===== config.mk =====
export PLATFORM = sky130hd
export DESIGN_NAME = spi_mosi_rx
export DESIGN_NICKNAME = d
export VERILOG_FILES = /design/src/rtl/spi_mosi_rx.sv
export SDC_FILE = /design/constraint.sdc
export NUM_CORES = 1
export LEC_CHECK = 0
export ABC_AREA = 1
export CAP_MARGIN = 10
export CORE_ASPECT_RATIO = 1.4
export CORE_UTILIZATION = 30
export CTS_CLUSTER_SIZE = 24
export DETAILED_ROUTE_END_ITERATION = 10
export DONT_BUFFER_PORTS = 1
export GPL_ROUTABILITY_DRIVEN = 0
export PLACE_DENSITY = 0.53
export SYNTH_ARGS = -nofsm -noshare
export SYNTH_HDL_FRONTEND = slang
export SYNTH_SLANG_ARGS = --single-unit

===== constraint.sdc =====
create_clock -name spi_clk -period 6.1 [get_ports spi_clk]
set_input_delay 0.305 -clock spi_clk [delete_from_list [all_inputs] [get_ports spi_clk]]
set_output_delay 0.305 -clock spi_clk [all_outputs]
set_load 0.05 [all_outputs]

===== src/rtl/spi_mosi_rx.sv =====
// SPI slave MOSI receiver: LSB-first word assembly on spi_clk while spi_cs is low,
// feeding a first-word-fall-through FIFO with sticky overrun and frame-abort flags.
module spi_mosi_rx #(
    parameter int DSIZE  = 8,
    parameter int FDEPTH = 4
) (
    input  logic                     spi_clk,
    input  logic                     spi_rst_n,
    input  logic                     spi_cs,
    input  logic                     spi_mosi_in,
    input  logic                     read_req,
    input  logic                     ovr_clr,
    output logic [DSIZE-1:0]         data_out,
    output logic                     data_av,
    output logic [$clog2(FDEPTH):0]  fill,
    output logic                     overrun,
    output logic                     frame_err
);

    // state | meaning
    // IDLE  | chip-select high, no word in progress, bitcnt held at 0
    // SHIFT | chip-select low, sampling one bit per edge into shreg

    localparam int BW = (DSIZE > 1) ? $clog2(DSIZE) : 1;
    localparam int PW = $clog2(FDEPTH);
    localparam int FW = PW + 1;
    localparam logic [BW-1:0] LAST_BIT = BW'(DSIZE - 1);
    localparam logic [FW-1:0] FULL_CNT = FW'(FDEPTH);

    typedef enum logic {
        IDLE  = 1'b0,
        SHIFT = 1'b1
    } state_t;

    state_t             state_q, state_d;
    logic [BW-1:0]      bitcnt_q, bitcnt_d;
    logic [DSIZE-1:0]   shreg_q, shreg_d;
    logic               push, ferr_d;

    logic [DSIZE-1:0]   mem [FDEPTH];
    logic [PW-1:0]      wptr_q, rptr_q;
    logic [FW-1:0]      fill_q;
    logic               pop, full, wr_en, drop;

    always_ff @(posedge spi_clk or negedge spi_rst_n) begin
        if (!spi_rst_n) state_q <= IDLE;
        else            state_q <= state_d;
    end

    // The edge that first sees chip-select low already captures bit 0.
    always_comb begin
        state_d  = state_q;
        bitcnt_d = bitcnt_q;
        shreg_d  = shreg_q;
        push     = 1'b0;
        ferr_d   = 1'b0;
        if (!spi_cs) begin
            state_d           = SHIFT;
            shreg_d[bitcnt_q] = spi_mosi_in;
            if (bitcnt_q == LAST_BIT) begin
                push     = 1'b1;
                bitcnt_d = '0;
            end else begin
                bitcnt_d = bitcnt_q + BW'(1);
            end
        end else begin
            state_d  = IDLE;
            bitcnt_d = '0;
            shreg_d  = '0;
            ferr_d   = (state_q == SHIFT) && (bitcnt_q != '0);
        end
    end

    always_ff @(posedge spi_clk or negedge spi_rst_n) begin
        if (!spi_rst_n) begin
            bitcnt_q  <= '0;
            shreg_q   <= '0;
            frame_err <= 1'b0;
        end else begin
            bitcnt_q  <= bitcnt_d;
            shreg_q   <= shreg_d;
            frame_err <= ferr_d;
        end
    end

    // A pop on the same edge frees the slot, so a push into a full FIFO is kept.
    assign pop   = read_req && (fill_q != '0);
    assign full  = (fill_q == FULL_CNT);
    assign wr_en = push && (!full || pop);
    assign drop  = push && full && !pop;

    always_ff @(posedge spi_clk or negedge spi_rst_n) begin
        if (!spi_rst_n) begin
            for (int i = 0; i < FDEPTH; i++) mem[i] <= '0;
        end else if (wr_en) begin
            mem[wptr_q] <= shreg_d;
        end
    end

    always_ff @(posedge spi_clk or negedge spi_rst_n) begin
        if (!spi_rst_n) begin
            wptr_q  <= '0;
            rptr_q  <= '0;
            fill_q  <= '0;
            overrun <= 1'b0;
        end else begin
            if (wr_en) wptr_q <= wptr_q + PW'(1);
            if (pop)   rptr_q <= rptr_q + PW'(1);
            case ({wr_en, pop})
                2'b10:   fill_q <= fill_q + FW'(1);
                2'b01:   fill_q <= fill_q - FW'(1);
                default: fill_q <= fill_q;
            endcase
            if (drop)         overrun <= 1'b1;
            else if (ovr_clr) overrun <= 1'b0;
        end
    end

    assign data_out = mem[rptr_q];
    assign data_av  = (fill_q != '0);
    assign fill     = fill_q;

endmodule


==> flow_metrics.tcl, run 1 <==
set metrics [dict create \
    die_x_um 80.26 \
    wire_per_inst_um 13.29 \
    fin_skew_ns 0.006001 \
    drc 0 \
    io_buffers 0 \
    clockBufferDepth 2 \
    synth-edff-count 0 \
    place_area_um2 2625 \
    cp.arrival_ns 2.40 \
    fill_cells 857 \
    mostFrequentLayoutCells "nand2_1, dfrtp_1, nor2_1, inv_1, o21ai_0" \
    fin_util_pct 34.20 \
    finalCritPeriodShare_pct 44.30 \
    yosys_warnings 0 \
    cts_buffers 5 \
    synthDominantCellAreaShare_pct 51.56 \
    r2r_setup_slack_ns 3.48 \
    yosysTopAreaCell "dfrtp_1" \
    htreeDepth 2 \
    post-route-min-period_ns 2.702 \
    synth_area_leaders "dfrtp_1, nand2_1, nor2_1" \
    syn_area_um2 2572 \
    wl_um 5329 \
    vias_per_cell 4.544 \
    grt_pass1_wl_um 9177 \
    nNetsFinal 313 \
    regArea_um2 1326 \
    clkLatencyLatePin_ns 0.29 \
    die_area_um2 8954 \
    ys_seq_elements 53 \
    crit_required_ns 5.79 \
    syn_to_final_growth_pct 9.630 \
    postLayoutCellArea_um2 2820 \
    worstHoldStart "spi_cs" \
    drt_iter0_markers 50 \
    place_hpwl_um 3857 \
    endpoint_kind "output pin" \
    power_density_nw_per_um2 393.3 \
    status "complete, no violations" \
    cts_root_buffer "clkbuf_16" \
    cts.sinks 53 \
    drv_cap 0 \
    holdPathStages 1 \
    start_util_pct 31.19 \
    async_reset_ff_share_pct 100.0 \
    route.vias.total 1822 \
    drt-pass1-iter-count 4 \
    ir_drop_mv 0.2419 \
    synth_cell_types 26 \
    synth_seq_area_share_pct 51.56 \
    final_common_cell "nand2_1" \
    cts_resized 0 \
    antenna_cells 0 \
    drive_gt1_share_pct 11.04 \
    multi_input_area_um2 1050 \
    coreArea_um2 8247 \
    r2r-end "fill[2]" \
    cp-start-kind "register" \
    rows 39 \
    rr_worst_depth 10 \
    setup_viol_count_final 0 \
    setup_ws_ns 3.398 \
    slew_headroom_pct 26.18 \
    grt_usage_pct 13.44 \
    antenna_found_initial 0 \
    holdPathEnd "bitcnt_q[1]" \
    hold_viol 0 \
    grt_max_degree 54 \
    total_power_mw 1.109 \
    path_max_fanout 18 \
    synth_nets 313 \
    fmax_mhz 370.1 \
    rsz0062_at_grt "no" \
    report.final.slew_viol_count 0 \
    path_class "reg2out" \
    setup_tns_ns 0 \
    dp_slack_ns 3.460 \
    r2r-start "fill[0]" \
    grt_pass1_vias 1831 \
    cts_tree "built" \
    clk_pin_slew_ns 0.07 \
    leakage_nw 1.470 \
    synthCells 298 \
    worstMarginPinSlew_ns 1.124 \
    hold_slack_ns 0.07121 \
    synth-main-ff-cell "dfrtp_1" \
    grt.overflow.total 0 \
    synth.avg_cell_area_um2 8.632 \
    io_pins 20 \
    antenna_left 0 \
    worstHoldPathType "in2reg" \
    place_inst 391 \
    stdcell_count 401 \
    die_y_um 111.6 \
]
==> report_power, final <==
part / switching [mW] / internal (mW)
sequential: 0.0853 / 0.377
combinational: 0.275 / 0.0780
clock: 0.120 / 0.174
total: 0.480 / 0.629
==> state kept, by name, summed over array words and instances (netlist names) <==
signal,flops
overrun,1
frame_err,1
mem,32
shreg_q,8
wptr_q,2
rptr_q,2
bitcnt_q,3
fill,3
state_q,1
==> worst max path at each step <==
stage	end	from	depth (start not counted)	slack, ns
after floorplan	fill[2]	fill[0]	10	3.63
after global placement	fill[2]	fill[0]	10	3.53
after detailed placement	fill[2]	fill[0]	10	3.46
after CTS	data_out[2]	rptr_q[0]	3	3.39
after global routing	data_out[7]	rptr_q[0]	3	3.18
final	data_out[7]	rptr_q[0]	3	3.40
==> layout make-up <==
class	count	area share [%]
sequential	53	47.03
multi-input combinational	205	37.22
clock buffer	7	5.413
tap	102	4.525
inverter	31	4.303
timing repair buffer	2	1.331
clock inverter	1	0.1775
==> critical path: stages (launching register included) <==
cell     delay [ns]
dfrtp_1        0.59
inv_1          0.50
o21ai_0        0.15
o22ai_1        0.86
==> synthesized netlist by cell type, types with 3 or more instances <==
library cell,count
xor2_1,3
inv_1,26
dfrtp_1,53
o22ai_1,9
a21oi_1,3
nand3_2,5
nor2_4,4
buf_6,5
ha_1,8
nor2_1,30
nand2_2,3
o21ai_0,18
inv_2,3
o21ai_1,6
nand2_1,97
buf_2,3
nand3_1,9
==> layer usage <==
| layer | GRT usage [%] | part of all wire (%) | vias to the layer above |
|---|---|---|---|
| met4 | 5.119 | 1.6 | 0 |
| met2 | 22.74 | 51 | 30 |
| met5 | 0 | 0 | - |
| met3 | 3.115 | 4.3 | 5 |
| li1 | - | - | 930 |
| met1 | 16.34 | 43 | 857 |
==> what timing repair did <==
| item | 4_1_cts | 5_1_grt |
|---|---|---|
| endpoints found under the setup margin | 0 | 0 |
| setup buffers | 0 | 0 |
| endpoints found under the hold margin | 53 | 0 |
| hold buffers | 2 | 0 |
==> cell families (layout without fill, tap and decap cells) <==
family | count (synthesis) | count (layout) | share of synthesized area [%]
and+or+nand+nor | 153 | 153 | 26.31
DFF | 53 | 53 | 51.56
buffers and inverters | 40 | 41 | 7.635
AOI/OAI and AO/OA | 39 | 39 | 8.463
adders and majority gates | 9 | 9 | 4.669
xor gates and xnor gates | 4 | 4 | 1.362
Power figures use the tool's default switching activity.
==> run 2, diff against run 1 <==
--- a/config.mk
+++ b/config.mk
@@ -5,7 +5,7 @@
 export SDC_FILE = /design/constraint.sdc
 export NUM_CORES = 1
 export LEC_CHECK = 0
-export ABC_AREA = 1
+export ABC_AREA = 0
 export CAP_MARGIN = 10
 export CORE_ASPECT_RATIO = 1.4
 export CORE_UTILIZATION = 30
==> constraint.sdc (replaced) <==
create_clock -name spi_clk -period 2.8 [get_ports spi_clk]
set_input_delay 0.14 -clock spi_clk [delete_from_list [all_inputs] [get_ports spi_clk]]
set_output_delay 0.14 -clock spi_clk [all_outputs]
set_load 0.05 [all_outputs]
==> flow_metrics.tcl, run 2 <==
set metrics [dict create \
    ys_seq_elements 53 \
    report.final.slew_viol_count 0 \
    drv_cap 0 \
    drt-pass1-iter-count 2 \
    cts_hold_buf 4 \
    setup_viol_count_final 0 \
    die_y_um 109.6 \
    io_buffers 0 \
    endpoint_kind "register" \
    synth-main-ff-cell "dfrtp_1" \
    synthDominantCellAreaShare_pct 53.45 \
    clk_pin_slew_ns 0.09 \
    die_area_um2 8643 \
    fin_skew_ns 0.009083 \
    die_x_um 78.86 \
    rsz0062_at_grt "no" \
    multi_input_area_um2 1074 \
    clockBufferDepth 2 \
    cp.arrival_ns 2.62 \
    dp_slack_ns 0.4300 \
    start_util_pct 31.44 \
    grt_usage_pct 11.97 \
    cts.sinks 53 \
    fmax_mhz 420.2 \
    synth-edff-count 0 \
    place_hpwl_um 2960 \
    power_density_nw_per_um2 677.5 \
    cp-start-kind "register" \
    path_max_fanout 11 \
    clkLatencyLatePin_ns 0.31 \
    drc 0 \
    async_reset_ff_share_pct 100.0 \
    synthCells 172 \
    wire_per_inst_um 15.74 \
    io_pins 20 \
    grt.overflow.total 0 \
    synth_nets 187 \
    slew_headroom_pct 57.97 \
    yosys_warnings 0 \
    reg.largest.list "mem: 32 flops, shreg_q: 8 flops" \
    cts_buffers 5 \
    vias_per_cell 4.661 \
    worstMarginPinSlew_ns 0.6304 \
    worstHoldPathType "in2reg" \
    setup_tns_ns 0 \
    status "complete, no violations" \
    synth_area_leaders "dfrtp_1, mux2_2, mux4_2" \
    route.vias.total 1319 \
    cts_setup_buffers 0 \
    hold_viol 0 \
    setup_ws_ns 0.4202 \
    antenna_cells 0 \
    netlist_top_cells_count "dfrtp_1, mux2_2, inv_1" \
    syn_to_final_growth_pct 12.66 \
    htreeDepth 2 \
    post-route-min-period_ns 2.380 \
    finalCritPeriodShare_pct 84.99 \
    grt_pass1_wl_um 7521 \
    syn_area_um2 2481 \
    ir_drop_mv 0.2830 \
    drive_gt1_share_pct 34.97 \
    coreArea_um2 7893 \
    drt_iter0_markers 71 \
    synth_cell_types 29 \
    crit_required_ns 3.04 \
    rows 38 \
    antenna_found_initial 0 \
    antenna_left 0 \
    grt_max_degree 54 \
    synthMostInstantiatedCell "dfrtp_1" \
    mostFrequentLayoutCells "dfrtp_1, mux2_2, inv_1, and2_1" \
    synth.avg_cell_area_um2 14.43 \
    regArea_um2 1326 \
    nNetsFinal 197 \
    cts_resized 0 \
    fill_cells 800 \
    synth_seq_area_share_pct 53.45 \
    cts_tree "built" \
    path_class "reg2reg" \
    largest_register_ffs 32 \
    final_common_cell "dfrtp_1" \
    grt_pass1_vias 1427 \
    cts_root_buffer "clkbuf_8" \
    leakage_nw 1.313 \
    wl_um 4455 \
    top_register "mem" \
    yosysTopAreaCell "dfrtp_1" \
]
-- run 2: cell count changes after synthesis, moves of 9 or more --
cell | previous run | this run
nor2_1 | 30 | 2
mux2_2 | 0 | 38
o21ai_0 | 18 | 1
and2_1 | 0 | 9
inv_1 | 26 | 12
nand2_1 | 97 | 3
-- run 2: per-stage QoR --
stage | hold WS (ns) | util (%) | std cells | power [mW] | area, um^2
after floorplan | -0.1556 | - | 172 | 1.257 | 2481
after global placement | -0.1541 | 33.04 | 270 | 1.355 | 2608
after detailed placement | -0.1538 | 33.04 | 270 | 1.355 | 2608
after CTS | 0.002674 | 35.29 | 282 | 1.931 | 2785
after global routing | 0.1444 | 35.42 | 283 | 2.012 | 2795
final | 0.1316 | 35.42 | 283 | 1.894 | 2795
-- run 2: logic make-up (layout without fill, tap and decap cells) --
kind of cell    Yosys count  after routing  share of synthesized area [%]
compound gates            5              5                          1.210
mux                      48             48                          25.42
xor+xnor                  6              6                          2.118
fa+ha+maj                 9              9                          4.841
buf+inv                  19             30                          3.278
flops                    53             53                          53.45
simple gates             32             32                          9.682
-- run 2: final cells by class --
type                    count  area share (%)
clock buffers               6           2.954
clock inverters             2           1.343
inverters                  12           1.611
multi-input cells         100           38.41
flip-flops and latches     53           47.45
well taps                 100           4.476
repair buffers             10           3.760
-- run 2: critical path: stages (launching register included) --
cell     delay, ns
dfrtp_1       0.49
ha_1          0.25
ha_1          0.17
nor2b_1       0.14
and2_1        0.19
inv_1         0.06
ha_1          0.18
inv_1         0.06
fa_1          0.37
xor2_1        0.15
nor2_1        0.11
xor2_1        0.14
-- run 2: routing by layer --
metal	global-route usage, %	up-vias	routed length, um
met2	20.00	16	2233
met5	0	-	0
met3	3.651	5	205
met4	5.455	0	93
li1	-	619	-
met1	14.12	679	1923
-- run 2: report_power, final --
group / switching (mW) / internal (mW)
logic: 0.255 / 0.174
registers: 0.102 / 0.819
clock network: 0.253 / 0.291
total: 0.610 / 1.28
-- run 2: final timing paths --
kind                             endpoint  cells after the start        start  slack [ns]
worst min register to register    mem[14]                      1      mem[14]        0.50
worst max-delay path              fill[2]                     11  bitcnt_q[0]        0.42
worst min-delay path            rptr_q[0]                      2     read_req        0.13
min in group asynchronous          mem[0]                      2    spi_rst_n        0.33
worst max register to register    fill[2]                     11  bitcnt_q[0]        0.42
max in group asynchronous         mem[11]                      2    spi_rst_n        2.22
==> run 3, diff against run 2 <==
--- a/config.mk
+++ b/config.mk
@@ -13,7 +13,7 @@
 export DETAILED_ROUTE_END_ITERATION = 10
 export DONT_BUFFER_PORTS = 1
 export GPL_ROUTABILITY_DRIVEN = 0
-export PLACE_DENSITY = 0.53
+export PLACE_DENSITY = 0.54
 export SYNTH_ARGS = -nofsm -noshare
 export SYNTH_HDL_FRONTEND = slang
 export SYNTH_SLANG_ARGS = --single-unit
==> constraint.sdc (replaced) <==
create_clock -name spi_clk -period 2 [get_ports spi_clk]
set_input_delay 0.1 -clock spi_clk [delete_from_list [all_inputs] [get_ports spi_clk]]
set_output_delay 0.1 -clock spi_clk [all_outputs]
set_load 0.05 [all_outputs]
==> flow_metrics.tcl, run 3 (synthesis gave the netlist of run 2 again) <==
set metrics [dict create \
    regArea_um2 1330 \
    violations "setup timing" \
    mostFrequentLayoutCells "dfrtp_1, mux2_2, buf_4, inv_1" \
    place_hpwl_um 3010 \
    wire_per_inst_um 15.91 \
    fin_skew_ns 0.01342 \
    multi_input_area_um2 1100 \
    antenna_left 0 \
    clkLatencyLatePin_ns 0.31 \
    grt_usage_pct 12.32 \
    wl_um 4613 \
    io_pins 20 \
    final_common_cell "dfrtp_1" \
    endpoint_kind "register" \
    htreeDepth 2 \
    stdcell_count 290 \
    ir_drop_mv 0.3371 \
    die_area_um2 8643 \
    hold_slack_ns 0.1092 \
    grt_max_degree 54 \
    place_inst 276 \
    grt_pass1_vias 1425 \
    reg.largest.list "mem: 32 flops, shreg_q: 8 flops" \
    fmax_mhz 476.4 \
    path_max_fanout 2 \
    rsz0062_at_grt "yes" \
    largest_register_ffs 32 \
    power_switching_uw 894.5 \
    route.vias.total 1331 \
    hold_viol 0 \
    coreArea_um2 7893 \
    setup_tns_ns -0.09924 \
    p_comb_share_pct 28.2 \
    setup_viol_count_final 1 \
    antenna_found_initial 0 \
    syn_to_final_growth_pct 14.83 \
    cp.arrival_ns 2.33 \
    grt.overflow.total 0 \
    die_y_um 109.6 \
    drt-pass1-iter-count 4 \
    power.internal_mw 1.702 \
    io_buffers 0 \
    cts.sinks 53 \
    slew_headroom_pct 66.39 \
    rows 38 \
    top_register "mem" \
    setup_ws_ns -0.09924 \
    cts_root_buffer "clkbuf_8" \
    worstHoldPathType "in2reg" \
    grt_pass1_wl_um 7679 \
    cts_buffers 5 \
    drive_gt1_share_pct 43.68 \
    cp-start-kind "register" \
    crit_required_ns 2.23 \
    clk_pin_slew_ns 0.10 \
    finalCritPeriodShare_pct 105.0 \
    p_sw_share_pct 34.45 \
    drc 0 \
    die_x_um 78.86 \
    nNetsFinal 204 \
    drt_iter0_markers 85 \
    vias_per_cell 4.590 \
    p_seq_share_pct 48.0 \
    start_util_pct 31.44 \
    antenna_cells 0 \
    leakage_nw 1.339 \
    status "finished with violations" \
    drv_cap 0 \
    worstMarginPinSlew_ns 0.5041 \
    power_density_nw_per_um2 911.5 \
    report.final.slew_viol_count 0 \
    cts_tree "built" \
    path_class "reg2reg" \
    post-route-min-period_ns 2.099 \
    pwr-share-clk_pct 23.8 \
    dp_slack_ns -0.1490 \
    clockBufferDepth 2 \
    fill_cells 804 \
]
-- run 3: changes by cell type in the layout (fill, tap and decap cells not counted), moves of 2 or more --
cell	before	now
inv_1	12	10
clkinv_4	0	2
ha_1	8	6
dfrtp_2	0	3
buf_4	5	13
dfrtp_1	53	50
-- run 3: power groups by stage --
| stage | clock network [mW] | logic [mW] | registers [mW] |
|---|---|---|---|
| detailed placement | 0 | 0.691 | 1.27 |
| floorplan | 0 | 0.449 | 1.34 |
| CTS | 0.654 | 0.740 | 1.25 |
| global route | 0.691 | 0.799 | 1.26 |
| global placement | 0 | 0.686 | 1.27 |
| finish | 0.618 | 0.732 | 1.25 |
-- run 3: metal layers --
metal	routed length [um]	up-vias	track usage (%)	share of wire (%)
li1	-	627	-	-
met1	1969	685	14.35	43
met2	2377	14	20.62	52
met3	157	5	3.568	3.4
met4	108	0	6.234	2.3
met5	0	-	0	0
-- run 3: critical path: stages (launching register included) --
cell	delay (ns)
dfrtp_2	0.41
or4b_4	0.51
and2_4	0.16
inv_4	0.05
ha_4	0.12
inv_2	0.03
fa_2	0.32
xor2_1	0.14
nor2_1	0.13
xor2_1	0.15
-- run 3: worst paths after layout --
kind                              from         end  slack, ns  cells past startpoint
setup / recovery               fill[0]     fill[2]       -0.1                      9
max in group asynchronous    spi_rst_n     fill[2]       1.46                      2
hold / removal             spi_mosi_in  shreg_q[6]       0.11                      2
setup reg to reg               fill[0]     fill[2]       -0.1                      9
min in group asynchronous    spi_rst_n     state_q       0.31                      2
hold reg to reg                state_q   frame_err       0.50                      2
-- run 3: layout make-up --
class | count | share of cell area, %
inverter | 12 | 1.669
multi-input combinational | 100 | 38.60
clock buffer | 5 | 2.415
sequential | 53 | 46.68
timing repair buffer | 17 | 5.446
tap | 100 | 4.392
clock inverter | 3 | 0.7905
-- run 3: what timing repair did --
item / CTS / global route
hold buffers: 4 / 0
pin swaps: 3 / 2
endpoints found under the setup margin: 2 / 2
gates resized for setup: 1 / 3
hold endpoints to repair: 59 / 0
setup buffers: 1 / 1
-- run 3: per-stage QoR --
step	cell area (um^2)	power, mW	utilization, %
2_1_floorplan	2502	1.787	-
3_3_place_gp	2674	1.953	33.88
3_5_place_dp	2674	1.962	33.88
4_1_cts	2834	2.643	35.91
5_1_grt	2849	2.754	36.10
6_report	2849	2.597	36.10
